`config.mk`:
```
export PLATFORM = sky130hd
export DESIGN_NAME = fpu_sub_seq
export DESIGN_NICKNAME = d
export VERILOG_FILES = /design/src/rtl/fpu_pkg.sv /design/src/rtl/fpu_operand_unpack.sv /design/src/rtl/fpu_sub_seq.sv
export SDC_FILE = /design/constraint.sdc
export NUM_CORES = 1
export LEC_CHECK = 0
export BUFFER_PORTS_ARGS = -buffer_cell sky130_fd_sc_hd__buf_2
export CAP_MARGIN = 20
export CORE_MARGIN = 10
export CORE_UTILIZATION = 50
export DETAILED_ROUTE_END_ITERATION = 8
export PLACE_DENSITY = 0.74
export SKIP_CTS_REPAIR_TIMING = 1
export SLEW_MARGIN = 25
export SYNTH_ARGS = -nofsm -noshare
export SYNTH_HDL_FRONTEND = slang
export SYNTH_HIERARCHICAL = 1
export SYNTH_SLANG_ARGS = --single-unit
```
`constraint.sdc`:
```
create_clock -name clk -period 12.4 [get_ports clk]
set_input_delay 3.72 -clock clk [delete_from_list [all_inputs] [get_ports clk]]
set_output_delay 3.72 -clock clk [all_outputs]
set_load 0.01 [all_outputs]
```
`src/rtl/fpu_pkg.sv`:
```
// Shared constants and state encoding for the sequential floating-point blocks.
package fpu_pkg;

  localparam int unsigned E_SIZE    = 8;
  localparam int unsigned M_SIZE    = 23;
  localparam int unsigned BIAS      = 127;
  localparam logic [31:0] QNAN      = 32'h7FC0_0000;
  localparam int unsigned SHIFT_MAX = 25;
  localparam int unsigned CNT_W     = $clog2(SHIFT_MAX + 1);

  typedef enum logic [2:0] {
    IDLE,
    ALIGN,
    ADD,
    NORM,
    DONE
  } state_t;

endpackage

```
`src/rtl/fpu_operand_unpack.sv`:
```
// Splits a packed single-precision word into sign, exponent and hidden-bit mantissa.
module fpu_operand_unpack #(
  parameter int unsigned E_SIZE = 8,
  parameter int unsigned M_SIZE = 23
) (
  input  logic [E_SIZE+M_SIZE:0] word,
  output logic                   sign,
  output logic [E_SIZE-1:0]      expo,
  output logic [M_SIZE:0]        mant,
  output logic                   is_zero,
  output logic                   is_special
);

  always_comb begin
    sign       = word[E_SIZE+M_SIZE];
    expo       = word[E_SIZE+M_SIZE-1:M_SIZE];
    is_zero    = (expo == '0);
    is_special = (expo == '1);
    // Denormals flush to zero: the whole mantissa is dropped, not just the hidden bit.
    mant       = is_zero ? '0 : {1'b1, word[M_SIZE-1:0]};
  end

endmodule

```
`src/rtl/fpu_sub_seq.sv`:
```
// Multi-cycle single-precision subtractor (diff = a - b) with one-bit-per-clock
// alignment and normalisation, truncating rounding, valid/ready on both sides.
module fpu_sub_seq
  import fpu_pkg::state_t, fpu_pkg::IDLE, fpu_pkg::ALIGN, fpu_pkg::ADD,
         fpu_pkg::NORM, fpu_pkg::DONE, fpu_pkg::QNAN, fpu_pkg::SHIFT_MAX,
         fpu_pkg::CNT_W;
#(
  parameter int unsigned M_SIZE     = 23,
  parameter int unsigned E_SIZE     = 8,
  parameter int unsigned TOTAL_SIZE = 32
) (
  input  logic                  clk,
  input  logic                  rst_n,
  input  logic                  in_valid,
  output logic                  in_ready,
  input  logic [TOTAL_SIZE-1:0] a,
  input  logic [TOTAL_SIZE-1:0] b,
  output logic                  out_valid,
  input  logic                  out_ready,
  output logic [TOTAL_SIZE-1:0] diff,
  output logic                  ovf,
  output logic                  unf,
  output logic                  inv
);

  state_t state, state_nxt;

  logic                  sa, sb, za, zb, xa, xb;
  logic [E_SIZE-1:0]     ea, eb;
  logic [M_SIZE:0]       ma, mb;

  logic [TOTAL_SIZE-2:0] key_a, key_b;
  logic                  swap, special, accept;
  logic                  sx_in, sy_in;
  logic [E_SIZE-1:0]     ex_in, ey_in, d;
  logic [M_SIZE:0]       mx_in, my_in;
  logic [CNT_W-1:0]      cnt_in;

  logic                  sign_r, eff_sub;
  logic [E_SIZE-1:0]     exp_r;
  logic [M_SIZE:0]       mx, my;
  logic [M_SIZE+1:0]     sum, sum_w;
  logic [CNT_W-1:0]      cnt;
  logic                  norm_done;

  fpu_operand_unpack #(.E_SIZE(E_SIZE), .M_SIZE(M_SIZE)) u_unpack_a (
    .word(a), .sign(sa), .expo(ea), .mant(ma), .is_zero(za), .is_special(xa)
  );

  fpu_operand_unpack #(.E_SIZE(E_SIZE), .M_SIZE(M_SIZE)) u_unpack_b (
    .word(b), .sign(sb), .expo(eb), .mant(mb), .is_zero(zb), .is_special(xb)
  );

  // Operand ordering: b enters with its sign inverted; ties keep a as X.
  always_comb begin
    key_a   = za ? '0 : a[TOTAL_SIZE-2:0];
    key_b   = zb ? '0 : b[TOTAL_SIZE-2:0];
    swap    = (key_b > key_a);
    special = xa | xb;
    accept  = in_valid & in_ready;
    if (swap) begin
      sx_in = ~sb; ex_in = eb; mx_in = mb;
      sy_in = sa;  ey_in = ea; my_in = ma;
    end else begin
      sx_in = sa;  ex_in = ea; mx_in = ma;
      sy_in = ~sb; ey_in = eb; my_in = mb;
    end
    d      = ex_in - ey_in;
    cnt_in = (32'(d) > SHIFT_MAX) ? CNT_W'(SHIFT_MAX) : d[CNT_W-1:0];
    sum_w  = eff_sub ? ({1'b0, mx} - {1'b0, my}) : ({1'b0, mx} + {1'b0, my});
    norm_done = ovf | unf | (sum == '0) | (!sum[M_SIZE+1] && sum[M_SIZE]);
  end

  always_ff @(posedge clk) begin
    if (!rst_n) state <= IDLE;
    else        state <= state_nxt;
  end

  always_comb begin
    state_nxt = state;
    case (state)
      IDLE:    if (accept) state_nxt = special ? DONE : ALIGN;
      ALIGN:   if (cnt == '0) state_nxt = ADD;
      ADD:     state_nxt = NORM;
      NORM:    if (norm_done) state_nxt = DONE;
      DONE:    if (out_ready) state_nxt = IDLE;
      default: state_nxt = IDLE;
    endcase
  end

  always_comb begin
    in_ready  = rst_n && (state == IDLE);
    out_valid = (state == DONE);
  end

  always_ff @(posedge clk) begin
    if (!rst_n) begin
      sign_r  <= 1'b0;
      eff_sub <= 1'b0;
      exp_r   <= '0;
      mx      <= '0;
      my      <= '0;
      sum     <= '0;
      cnt     <= '0;
      diff    <= '0;
      ovf     <= 1'b0;
      unf     <= 1'b0;
      inv     <= 1'b0;
    end else begin
      case (state)
        IDLE: if (accept) begin
          sign_r  <= sx_in;
          eff_sub <= sx_in ^ sy_in;
          exp_r   <= ex_in;
          mx      <= mx_in;
          my      <= my_in;
          cnt     <= cnt_in;
          ovf     <= 1'b0;
          unf     <= 1'b0;
          inv     <= special;
          if (special) diff <= TOTAL_SIZE'(QNAN);
        end
        ALIGN: if (cnt != '0) begin
          my  <= my >> 1;
          cnt <= cnt - 1'b1;
        end
        ADD: sum <= sum_w;
        // Overflow/underflow are flagged on the shift and packed on the following cycle.
        NORM: begin
          if (ovf) begin
            diff <= {sign_r, {E_SIZE{1'b1}}, {M_SIZE{1'b0}}};
          end else if (unf) begin
            diff <= {sign_r, {(TOTAL_SIZE-1){1'b0}}};
          end else if (sum == '0) begin
            diff <= '0;
          end else if (sum[M_SIZE+1]) begin
            sum   <= sum >> 1;
            exp_r <= exp_r + 1'b1;
            if (exp_r == {{(E_SIZE-1){1'b1}}, 1'b0}) ovf <= 1'b1;
          end else if (!sum[M_SIZE]) begin
            sum   <= sum << 1;
            exp_r <= exp_r - 1'b1;
            if (exp_r == E_SIZE'(1)) unf <= 1'b1;
          end else begin
            diff <= {sign_r, exp_r, sum[M_SIZE-1:0]};
          end
        end
        default: ;
      endcase
    end
  end

endmodule

```
Word level (Yosys, flattened, before mapping)
Cells that the tools add are included.
{"block": "classes", "n_bitwise": 7, "add_sub_neg": 6, "n_eq_ne": 20, "n_mux": 59, "n_reduce_logical": 21, "magnitude_cmp": 2}
{"operator": "$mux W32", "count": 7}
{"operator": "$mux W24", "count": 8}
{"operator": "$mux W25", "count": 4}
{"operator": "$mux W8", "count": 8}
{"operator": "$pmux W32 S2", "count": 1}
{"operator": "$mux W31", "count": 2}
{"operator": "$pmux W25 S2", "count": 1}
{"operator": "$pmux W24 S2", "count": 1}
{"operator": "$gt A31 B31 Y1", "count": 1}
{"operator": "$add A24 B24 Y25", "count": 1}
{"operator": "$logic_not A25 Y1", "count": 1}
{"operator": "$sub A24 B24 Y25", "count": 1}
{"operator": "$eq A8 B8 Y1 const B", "count": 3}
{"operator": "$logic_not A8 Y1", "count": 2}
{"operator": "$ne A2 B2 Y1 const B", "count": 8}
{"operator": "$pmux W8 S2", "count": 1}
{"operator": "$mux W3", "count": 5}
{"operator": "$mux W5", "count": 3}
{"operator": "$pmux W3 S5", "count": 1}
{"operator": "$mux W1", "count": 14}
{"operator": "$ne A5 B5 Y1 const B", "count": 2}
{"operator": "$pmux W5 S2", "count": 1}
{"operator": "$reduce_and A5 Y1", "count": 2}
{"operator": "$add A8 B1 Y8 const B", "count": 1}
{"operator": "25 further kinds", "count": 36}
{"block": "word_totals", "register_bits": 126, "input_bits": 68, "word_cells": 128, "out_inout_bits": 37}

Depth between registers and ports, before layout
Gate-level depths: netlist (run 1).
{"block": "logic_depth", "word_depth": 9, "mapped_depth": 18, "depth_no_buf": 17}

Modules after synthesis
The synthesis (run 1) kept the hierarchy.
{"mod": "fpu_sub_seq", "n_inst": 1, "seq_area_each_um2": 2522.4, "area_per_inst_um2": 9633.0, "cells_each": 1310}
{"mod": "fpu_operand_unpack", "n_inst": 2, "seq_area_each_um2": 0.0, "area_per_inst_um2": 362.8, "cells_each": 43}

Least setup slack after synthesis (run 1)
No wires, ideal clock.
{"block": "synth_path", "kind": "in2out", "from": "input rst_n", "to": "output in_ready", "t_arrival_ns": 4.439, "path_slack_ns": 4.241, "stages": 3, "t_required_ns": 8.680, "path_cell_list": "clkbuf_1 > clkbuf_1 > and2_1"}
{"block": "synth_via", "elab_chain_cells": 1}
{"item": "start: declaration", "line_no": "fpu_sub_seq.sv:13", "rtl": "input logic rst_n,"}
{"item": "$logic_and A1 B1 Y1", "line_no": "fpu_sub_seq.sv:92", "rtl": "in_ready = rst_n && (state == IDLE);"}
{"item": "end: declaration", "line_no": "fpu_sub_seq.sv:15", "rtl": "output logic in_ready,"}
Every way passes these cells.

Worst setup path after layout (run 1)
Ends and elaborated chain as after synthesis.

==> reports/metrics.yaml, run 1 <==
logic_synthesis:
  synth_edf_count: 0
  yosysTopAreaCell: "dfxtp_1"
  ys_warn_count: 6
  syn_inst: 1396
  synth.top_cell.area_share_pct: 24.4
  ys_seq_area_share_pct: 24.4
  synth_area_leaders: "dfxtp_1 24%, ha_1 7.5%, a21oi_1 6.2%, nor2_1 6.1%, nand2_1 4.8%"
  syn-num-nets: 1527
  ys.flop_type: "dfxtp_1"
  ys_types: 83
  syn_area_per_cell_um2: 7.42
  syn_area_um2: 10400
  synth-seq-cells: 126
  async_flop_share_pct: 0
sta:
  post-route-period-util_pct: 68.5
  finalMaxSlewViolations: 0
  slew_headroom_pct: 34.9
  hold_violations: 0
  grt_setup_unrepaired: "no"
  fin_tns_setup_ps: 0
  setup-violations-final: 0
  finClkSkew_ps: 7.49
  worst_slew_pin_slew_ps: 976
  fmax_mhz: 118
  min_period_ps: 8490
cells_and_area:
  drive_gt1_share_pct: 13.2
  fin_nets: 1554
  area_growth_syn_to_layout_pct: 11.0
  layout_common_cells: "167 x nor2_1, 132 x nand2_1, 127 x a21oi_1"
  fin_util_pct: 56.6
  final_common_cell: "nor2_1"
  diodes: 0
route:
  drcViolationCount: 0
  route.final.wire_length_mm: 28.0
  drt.antenna.violating_nets: 0
  vias_per_cell: 5.86
  first_pass_iters: 5
  vias: 9993
  drt_iter0_drc: 715
  drt-wirelength-per-cell_um: 16.4
grt:
  antenna_found_initial: 0
  met1_usage_pct: 29.9
  grt_pass1_wl_mm: 45.9
  top_usage_layer: "met1"
  gr-total-overflow: 0
  grt_use_met3_pct: 4.28
  gr-usage-all-layers_pct: 20.4
  grt_max_degree: 75
  grt_pass1_vias: 9039
  grtUsageMet2_pct: 29.0
placed_design:
  dp_hpwl_mm: 21.0
  gp_congestion: 0.928
  io_buffers: 104
clocking:
  path_clk_slew_ps: 50
  ctsRootBufferMaster: "clkbuf_16"
  cts_buffers: 17
  clockBufferDepth: 2
  cts_tree: "yes"
  htree_levels: 4
  cts_sinks: 126
  insertion_delay_ps: 430
worst_setup_path:
  reg2reg_slack_ps: 8160
  critPathKind: "primary input to primary output"
  crit_end: "in_ready"
  crit_path_end_kind: "primary output"
  arrival_ps: 4770
  cp-start-kind: "primary input"
  critPathMaxFanout: 50
  startpoint: "rst_n"
  ff2ff_path_depth: 15
  cp.required_ps: 8680
  reg2reg_from: "my[2]"
  r2r_end: "sum[24]"
hold_path:
  hold_class: "register to register"
die:
  die_y_um: 164
  core.rowCount: 52
  die_x_um: 164
  coreArea_um2: 20300
  dieArea_um2: 26900
  start_util_pct: 51.0
  io-pin-count: 105
pwr:
  leakage_nw: 4.72
  ir_drop_mv: 0.131
  p_per_area_nw_per_um2: 217
outcome:
  status: "finished, final reports clean"
run:
  maxCapViolations: 0
-- how the worst min path moves through the flow --
stage / from / to / slack (ps) / cells past startpoint
5_1_grt: diff[3] / diff[3] / 460 / 2
3_5_place_dp: diff[3] / diff[3] / 440 / 2
3_3_place_gp: diff[3] / diff[3] / 430 / 2
4_1_cts: diff[3] / diff[3] / 450 / 2
2_1_floorplan: mx[0] / mx[0] / 440 / 2
6_report: diff[3] / diff[3] / 440 / 2
-- synthesized netlist by cell type (all sizes together) (3+ instances only) --
master and n:
and2 9, nor2b 39, or4 3, ha 62, o21a 5, nor3b 11, nor4 15, o21ai 74
nand2 132, a21oi 129, inv 33, xor2 11, mux2i 33, o21bai 3, o311ai 3, a221o 3
a311oi 27, o211ai 8, and3 10, maj3 8, and4 3, nand2b 41, a22oi 19, clkbuf 68
or2 3, a31oi 11, nor2 168, a21o 11, nand4 15, xnor2 42, dfxtp 126, nor3 45
o31ai 3, a221oi 10, a21boi 48, buf 42, nand3 57, a211oi 24, o311a 3, or3 9
-- routing by layer --
metal | vias up | share of wire [%] | wire, µm
met5 | - | 0 | 0
met4 | 0 | 1.4 | 383
met3 | 32 | 6.9 | 1950
met2 | 331 | 41 | 11600
met1 | 4557 | 50 | 14100
li1 | 5073 | - | -
-- cells by family (layout without fill, tap and decap cells) --
group                      count (synthesis)  in the layout  synth area share (%)
AOI/OAI and AO/OA                        398            398                  25.4
xor gates and xnor gates                  53             53                  4.48
adders and majority gates                 71             71                  8.48
buffers and inverters                    143            183                  6.55
DFF                                      126            126                  24.4
muxes                                     35             35                  3.44
and+or+nand+nor                          570            570                  27.3
-- critical path, stage by stage --
cell and delay (ps):
buf_2 700, and2_1 230, buf_2 130
-- through the flow --
step	area [µm²]	total power, mW	instances	hold slack [ps]	worst slack (ps)
floorplan	10400	1.64	1396	444	4240
global placement	10800	1.88	1673	435	3910
detailed placement	10800	1.91	1674	442	3850
CTS	11500	2.48	1706	448	3900
global route	11500	2.70	1706	462	3800
finish	11500	2.49	1706	444	3910
-- where the power goes --
group	total, mW	switching [mW]	internal (mW)
registers	0.582	0.101	0.482
logic	1.36	0.788	0.569
clock network	0.554	0.187	0.368
total	2.49	1.08	1.42
-- cell type report --
cell class	count	area [µm²]
Sequential cell	126	2520
Fill cell	1916	8800
Multi-Input combinational cell	1127	7200
Clock buffer	19	453
Inverter	33	124
Clock inverter	13	213
Tap cell	270	338
Timing Repair Buffer	118	646
-- flip-flops by register name (all words and copies together) (netlist names), 3 cells and up --
| name | count |
|---|---|
| diff | 32 |
| my | 24 |
| sum | 25 |
| exp_r | 8 |
| state | 3 |
| mx | 24 |
| cnt | 5 |
Power figures use the tool's default switching activity.
==> run 2, diff against run 1 <==
==> constraint.sdc (replaced) <==
create_clock -name clk -period 8.87 [get_ports clk]
set_input_delay 2.661 -clock clk [delete_from_list [all_inputs] [get_ports clk]]
set_output_delay 2.661 -clock clk [all_outputs]
set_load 0.01 [all_outputs]
==> run 2 against run 1 <==
First-iteration DRC count decreased by 0.14%; global-route usage increased by 0.39 points; routed wire length grew 0.94%; register-to-register slack lost 3600 ps; critical path depth up 14; cell count about the same; worst setup slack worse by 2100 ps; highest routed layer unchanged; clock-buffer cell count stayed put; sequential cell count unchanged; power increased by 35%.
==> reports/metrics.yaml, run 2 (same netlist as run 1, synthesis figures left out) <==
worst_setup_path:
  reg2reg_slack_ps: 4560
  critPathMaxFanout: 54
  crit_top_cell: "buf_4"
  critPathBufInv: 3
  r2r_end: "sum[21]"
  arrival_ps: 7350
  crit_path_end_kind: "register"
  cp.required_ps: 9170
  cpPeakStageDelay_ps: 640
  critPathSlowestCell: "buf_4"
  reg2reg_from: "my[2]"
  cp-start-kind: "primary input"
  crit_family: "compound AO/OA/AOI/OAI gates"
  critPathKind: "primary input to register"
  ff2ff_path_depth: 14
  crit_chain: "buf_2 > nor4_4 > buf_4 > and2_2 > nor2b_1 > ha_1 > a21oi_1 > o21ai_1 > a221oi_2 > a31oi_4 > o21ai_4 > buf_4 > nor2_1 > a211o_1 > nand4_1 > nor4b_1 > o41ai_1"
clocking:
  cts_buffers: 17
  htree_levels: 4
  path_clk_slew_ps: 60
  ctsRootBufferMaster: "clkbuf_16"
  cts_sinks: 126
  clockBufferDepth: 2
  insertion_delay_ps: 420
  cts_tree: "yes"
sta:
  fmax_mhz: 142
  hold_ws_ps: 446
  worst_slack_ps: 1830
  finClkSkew_ps: 7.72
  post-route-period-util_pct: 79.4
  grt_setup_unrepaired: "no"
  finalMaxSlewViolations: 0
  slew_headroom_pct: 36.8
  fin_tns_setup_ps: 0
  min_period_ps: 7040
  setup-violations-final: 0
  worst_slew_pin_slew_ps: 948
  hold_violations: 0
grt:
  antenna_found_initial: 0
  grt_pass1_vias: 9429
  gr-usage-all-layers_pct: 20.7
  gr-total-overflow: 0
  grt_max_degree: 61
  grt_pass1_wl_mm: 46.9
hold_path:
  min_path_cells: 2
  hold_class: "register to register"
  hold_end: "diff[3]"
  min_from: "diff[3]"
die:
  die_x_um: 164
  dieArea_um2: 26900
  coreArea_um2: 20300
  start_util_pct: 51.0
  core.rowCount: 52
  die_y_um: 164
  io-pin-count: 105
placed_design:
  dp.cells: 1673
  dp_hpwl_mm: 21.1
  io_buffers: 104
  dpl-instance-area_um2: 10800
  post-place-ws_ps: 1410
  gp_congestion: 0.933
cells_and_area:
  drive_gt1_share_pct: 13.0
  fin_util_pct: 56.0
  fin_nets: 1553
  diodes: 0
  layout_common_cells: "167 x nor2_1, 132 x nand2_1, 127 x a21oi_1"
  stdcell_area_um2: 11400
  largest_register_ffs: 32
  final_common_cell: "nor2_1"
  top_register: "diff"
  layout_top_registers: "diff (32), sum (25)"
  stdcell_count: 1705
  area_growth_syn_to_layout_pct: 9.82
pwr:
  leakage_nw: 4.66
  ir_drop_mv: 0.210
  p_per_area_nw_per_um2: 297
  total_power_mw: 3.38
route:
  first_pass_iters: 5
  drt.antenna.violating_nets: 0
  drcViolationCount: 0
  drt_iter0_drc: 714
  vias_per_cell: 5.91
  drt-wirelength-per-cell_um: 16.6
  vias: 10100
  route.final.wire_length_mm: 28.3
run:
  maxCapViolations: 0
outcome:
  status: "finished, final reports clean"
[run 2: cell type report]
cell class                      instances  area [µm²]
Fill cell                            1957        8920
Multi-Input combinational cell       1127        7200
Sequential cell                       126        2520
Timing Repair Buffer                  117         631
Clock buffer                           19         443
Tap cell                              270         338
Inverter                               33         124
Clock inverter                         13         119
[run 2: report_power, final]
group / switching (mW) / leakage [nW] / internal, mW
registers: 0.144 / 1.03 / 0.673
logic: 1.11 / 3.37 / 0.790
clock network: 0.267 / 0.265 / 0.392
total: 1.52 / 4.66 / 1.86
[run 2: per-layer routing]
layer	routed length, µm	track usage (%)	vias to the layer above	part of all wire (%)
met4	323	5.36	0	1.1
met2	12000	30.8	360	42
met3	2160	3.78	31	7.6
met1	13900	30.1	4617	49
met5	0	0	-	0
li1	-	-	5076	-
[run 2: worst max path at each step]
stage,startpoint,slack [ps],cells past startpoint,endpoint
finish,b[24],1830,17,cnt[4]
global route,b[29],1360,17,cnt[4]
CTS,b[23],1840,17,cnt[4]
detailed placement,b[23],1410,17,cnt[4]
global placement,b[24],1570,17,cnt[1]
floorplan,b[23],2570,16,cnt[0]
[run 2: worst reg2reg max path, cell delays in order, from the launching register on]
cell,delay (ps)
dfxtp_1,370
or3_1,400
or3_1,350
nor3b_1,590
nor2_1,110
xnor2_1,170
ha_1,350
and2_1,200
a22oi_1,180
a21boi_2,240
a21oi_1,170
a41oi_1,380
o21ai_0,210
or3b_1,390
a21oi_1,140
==> run 3, diff against run 2 <==
--- a/config.mk
+++ b/config.mk
@@ -5,6 +5,7 @@
 export SDC_FILE = /design/constraint.sdc
 export NUM_CORES = 1
 export LEC_CHECK = 0
+export ABC_AREA = 1
 export BUFFER_PORTS_ARGS = -buffer_cell sky130_fd_sc_hd__buf_2
 export CAP_MARGIN = 20
 export CORE_MARGIN = 10
==> constraint.sdc (replaced) <==
create_clock -name clk -period 6.6 [get_ports clk]
set_input_delay 1.98 -clock clk [delete_from_list [all_inputs] [get_ports clk]]
set_output_delay 1.98 -clock clk [all_outputs]
set_load 0.01 [all_outputs]
==> run 3 against run 2 <==
Sequential power is 38% higher; register-to-register slack worse by 2400 ps; sequential cell count stayed put; area after synthesis is 0.23% lower; via count is 7.3% higher; clock skew is 1.7 ps higher; global-route usage is 1.3 points higher; first-iteration DRC count is 23% higher; cell count is 16% higher; die area is 0.20% lower; core utilization is 0.17 points higher; synthesized cell count is 18% higher.
==> reports/metrics.yaml, run 3 <==
pwr:
  internal-power_mw: 2.60
  p_clk_share_pct: 18.5
  ir_drop_mv: 0.223
  swShare_pct: 50.9
  total_power_mw: 5.29
  power_frac_comb_pct: 60.0
  p_per_area_nw_per_um2: 463
  leakage_nw: 5.68
  switchingPower_mw: 2.69
  power_frac_seq_pct: 21.4
logic_synthesis:
  ys_seq_area_share_pct: 24.4
  syn_inst: 1654
  ys_top_cells_by_count: "295 x nand2_1, 252 x inv_1, 182 x a21oi_1, 182 x nor2_1, 134 x o21ai_0"
  yosysTopAreaCell: "dfxtp_1"
  async_flop_share_pct: 0
  ys.flop_type: "dfxtp_1"
  synth_area_leaders: "dfxtp_1 24%, nand2_1 11%, inv_1 9.2%, a21oi_1 8.8%, ha_1 7.5%"
  synth_most_common_cell: "nand2_1"
  synth_edf_count: 0
  syn-num-nets: 1785
  syn_area_um2: 10300
  ys_types: 54
  synth.top_cell.area_share_pct: 24.4
  ys_warn_count: 6
  synth-seq-cells: 126
  syn_area_per_cell_um2: 6.25
grt:
  grt_pass1_vias: 10200
  antenna_found_initial: 0
  grt_pass1_wl_mm: 49.5
  gr-usage-all-layers_pct: 22.0
  gr-total-overflow: 0
  grt_max_degree: 72
worst_setup_path:
  critPathBufInv: 4
  crit_path_end_kind: "register"
  arrival_ps: 5450
  critPathKind: "primary input to register"
  crit_top_cell: "nand2_1"
  crit_family: "simple AND/OR/NAND/NOR gates"
  cp-start-kind: "primary input"
  critPathMaxFanout: 30
  reg2reg_slack_ps: 2160
  cpPeakStageDelay_ps: 620
  critPathSlowestCell: "inv_1"
  cp.required_ps: 6880
route:
  drt_iter0_drc: 880
  first_pass_iters: 5
  drt-wirelength-per-cell_um: 15.1
  drcViolationCount: 0
  route.final.wire_length_mm: 29.7
  vias_per_cell: 5.48
  vias: 10800
  drt.antenna.violating_nets: 0
clocking:
  ctsRootBufferMaster: "clkbuf_16"
  clockBufferDepth: 2
  cts_sinks: 126
  path_clk_slew_ps: 60
  htree_levels: 4
  cts_buffers: 17
  insertion_delay_ps: 430
  cts_tree: "yes"
hold_path:
  hold_class: "register to register"
cells_and_area:
  area_growth_syn_to_layout_pct: 10.4
  layout_common_cells: "295 x nand2_1, 252 x inv_1, 182 x nor2_1, 182 x a21oi_1, 134 x o21ai_0"
  diodes: 0
  fin_util_pct: 56.2
  top_register: "diff"
  layout_top_registers: "diff (32), sum (25)"
  fillers: 2013
  largest_register_ffs: 32
  drive_gt1_share_pct: 11.3
  fin_nets: 1823
  final_common_cell: "nand2_1"
die:
  die_x_um: 164
  io-pin-count: 105
  start_util_pct: 50.9
  die_y_um: 164
  coreArea_um2: 20300
  dieArea_um2: 26800
  core.rowCount: 52
sta:
  post-route-period-util_pct: 78.3
  setup-violations-final: 0
  grt_setup_unrepaired: "no"
  fin_tns_setup_ps: 0
  slew_headroom_pct: 41.0
  min_period_ps: 5170
  finClkSkew_ps: 9.40
  finalMaxSlewViolations: 0
  hold_violations: 0
  worst_slew_pin_slew_ps: 884
  fmax_mhz: 193
placed_design:
  io_buffers: 104
  dp_hpwl_mm: 22.3
  gp_congestion: 0.980
run:
  maxCapViolations: 0
outcome:
  status: "finished, final reports clean"
-- run 3: cell count changes after synthesis, sizes merged, moves of 41 or more --
cell    previous run  this run
o21ai             74       139
inv               33       264
a21oi            129       185
nand2b            41         0
a21boi            48         2
nand2            132       300
-- run 3: routing by layer --
metal / share of wire [%] / up-vias / GRT usage [%]
met5: 0 / - / 0
met4: 2.1 / 0 / 7.43
met3: 6.5 / 44 / 3.40
met2: 45 / 392 / 35.6
met1: 46 / 4838 / 29.3
li1: - / 5542 / -
-- run 3: cell families after synthesis --
family / count (synthesis) / synth area share [%]
AO/OA/AOI/OAI: 433 / 23.8
buffers and inverters: 360 / 14.3
AND/OR/NAND/NOR: 640 / 27.0
XOR/XNOR: 32 / 2.71
flip-flops: 126 / 24.4
adder cells (fa/ha/maj): 63 / 7.70
-- run 3: metrics by stage --
step / area (µm²) / setup WS (ps) / hold slack, ps / std cells
floorplan: 10300 / 1670 / 439 / 1654
global placement: 10800 / 1070 / 450 / 1943
detailed placement: 10800 / 982 / 452 / 1943
CTS: 11400 / 1420 / 461 / 1975
global route: 11400 / 888 / 477 / 1975
finish: 11400 / 1430 / 460 / 1975
-- run 3: worst paths after layout --
path,from,to,cells after the start
min,diff[13],diff[13],2
max reg2reg,eff_sub,sum[23],21
min reg2reg,diff[13],diff[13],2
max,a[23],cnt[3],27
-- run 3: final cells by class --
type | instances | area, µm² | area share, %
multi-input combinational | 1168 | 6340 | 55.6
sequential | 126 | 2520 | 22.1
inverter | 265 | 995 | 8.72
timing repair buffer | 114 | 596 | 5.22
clock buffer | 21 | 460 | 4.04
tap | 270 | 338 | 2.96
clock inverter | 11 | 155 | 1.36
-- run 3: worst reg2reg max path, delay by kind of cell (launching register included) --
family / cells / cell delay, ps
xor+xnor: 2 / 390
simple gates: 12 / 1810
fa+ha+maj: 1 / 370
buf+inv: 3 / 510
compound gates: 3 / 620
flops: 1 / 650
-- run 3: power groups by stage --
stage / sequential [mW] / clock [mW] / combinational (mW)
6_report: 1.13 / 0.980 / 3.17
5_1_grt: 1.16 / 1.02 / 3.60
4_1_cts: 1.12 / 0.984 / 3.13
3_5_place_dp: 1.14 / 0 / 3.10
3_3_place_gp: 1.13 / 0 / 3.07
2_1_floorplan: 1.09 / 0 / 2.35
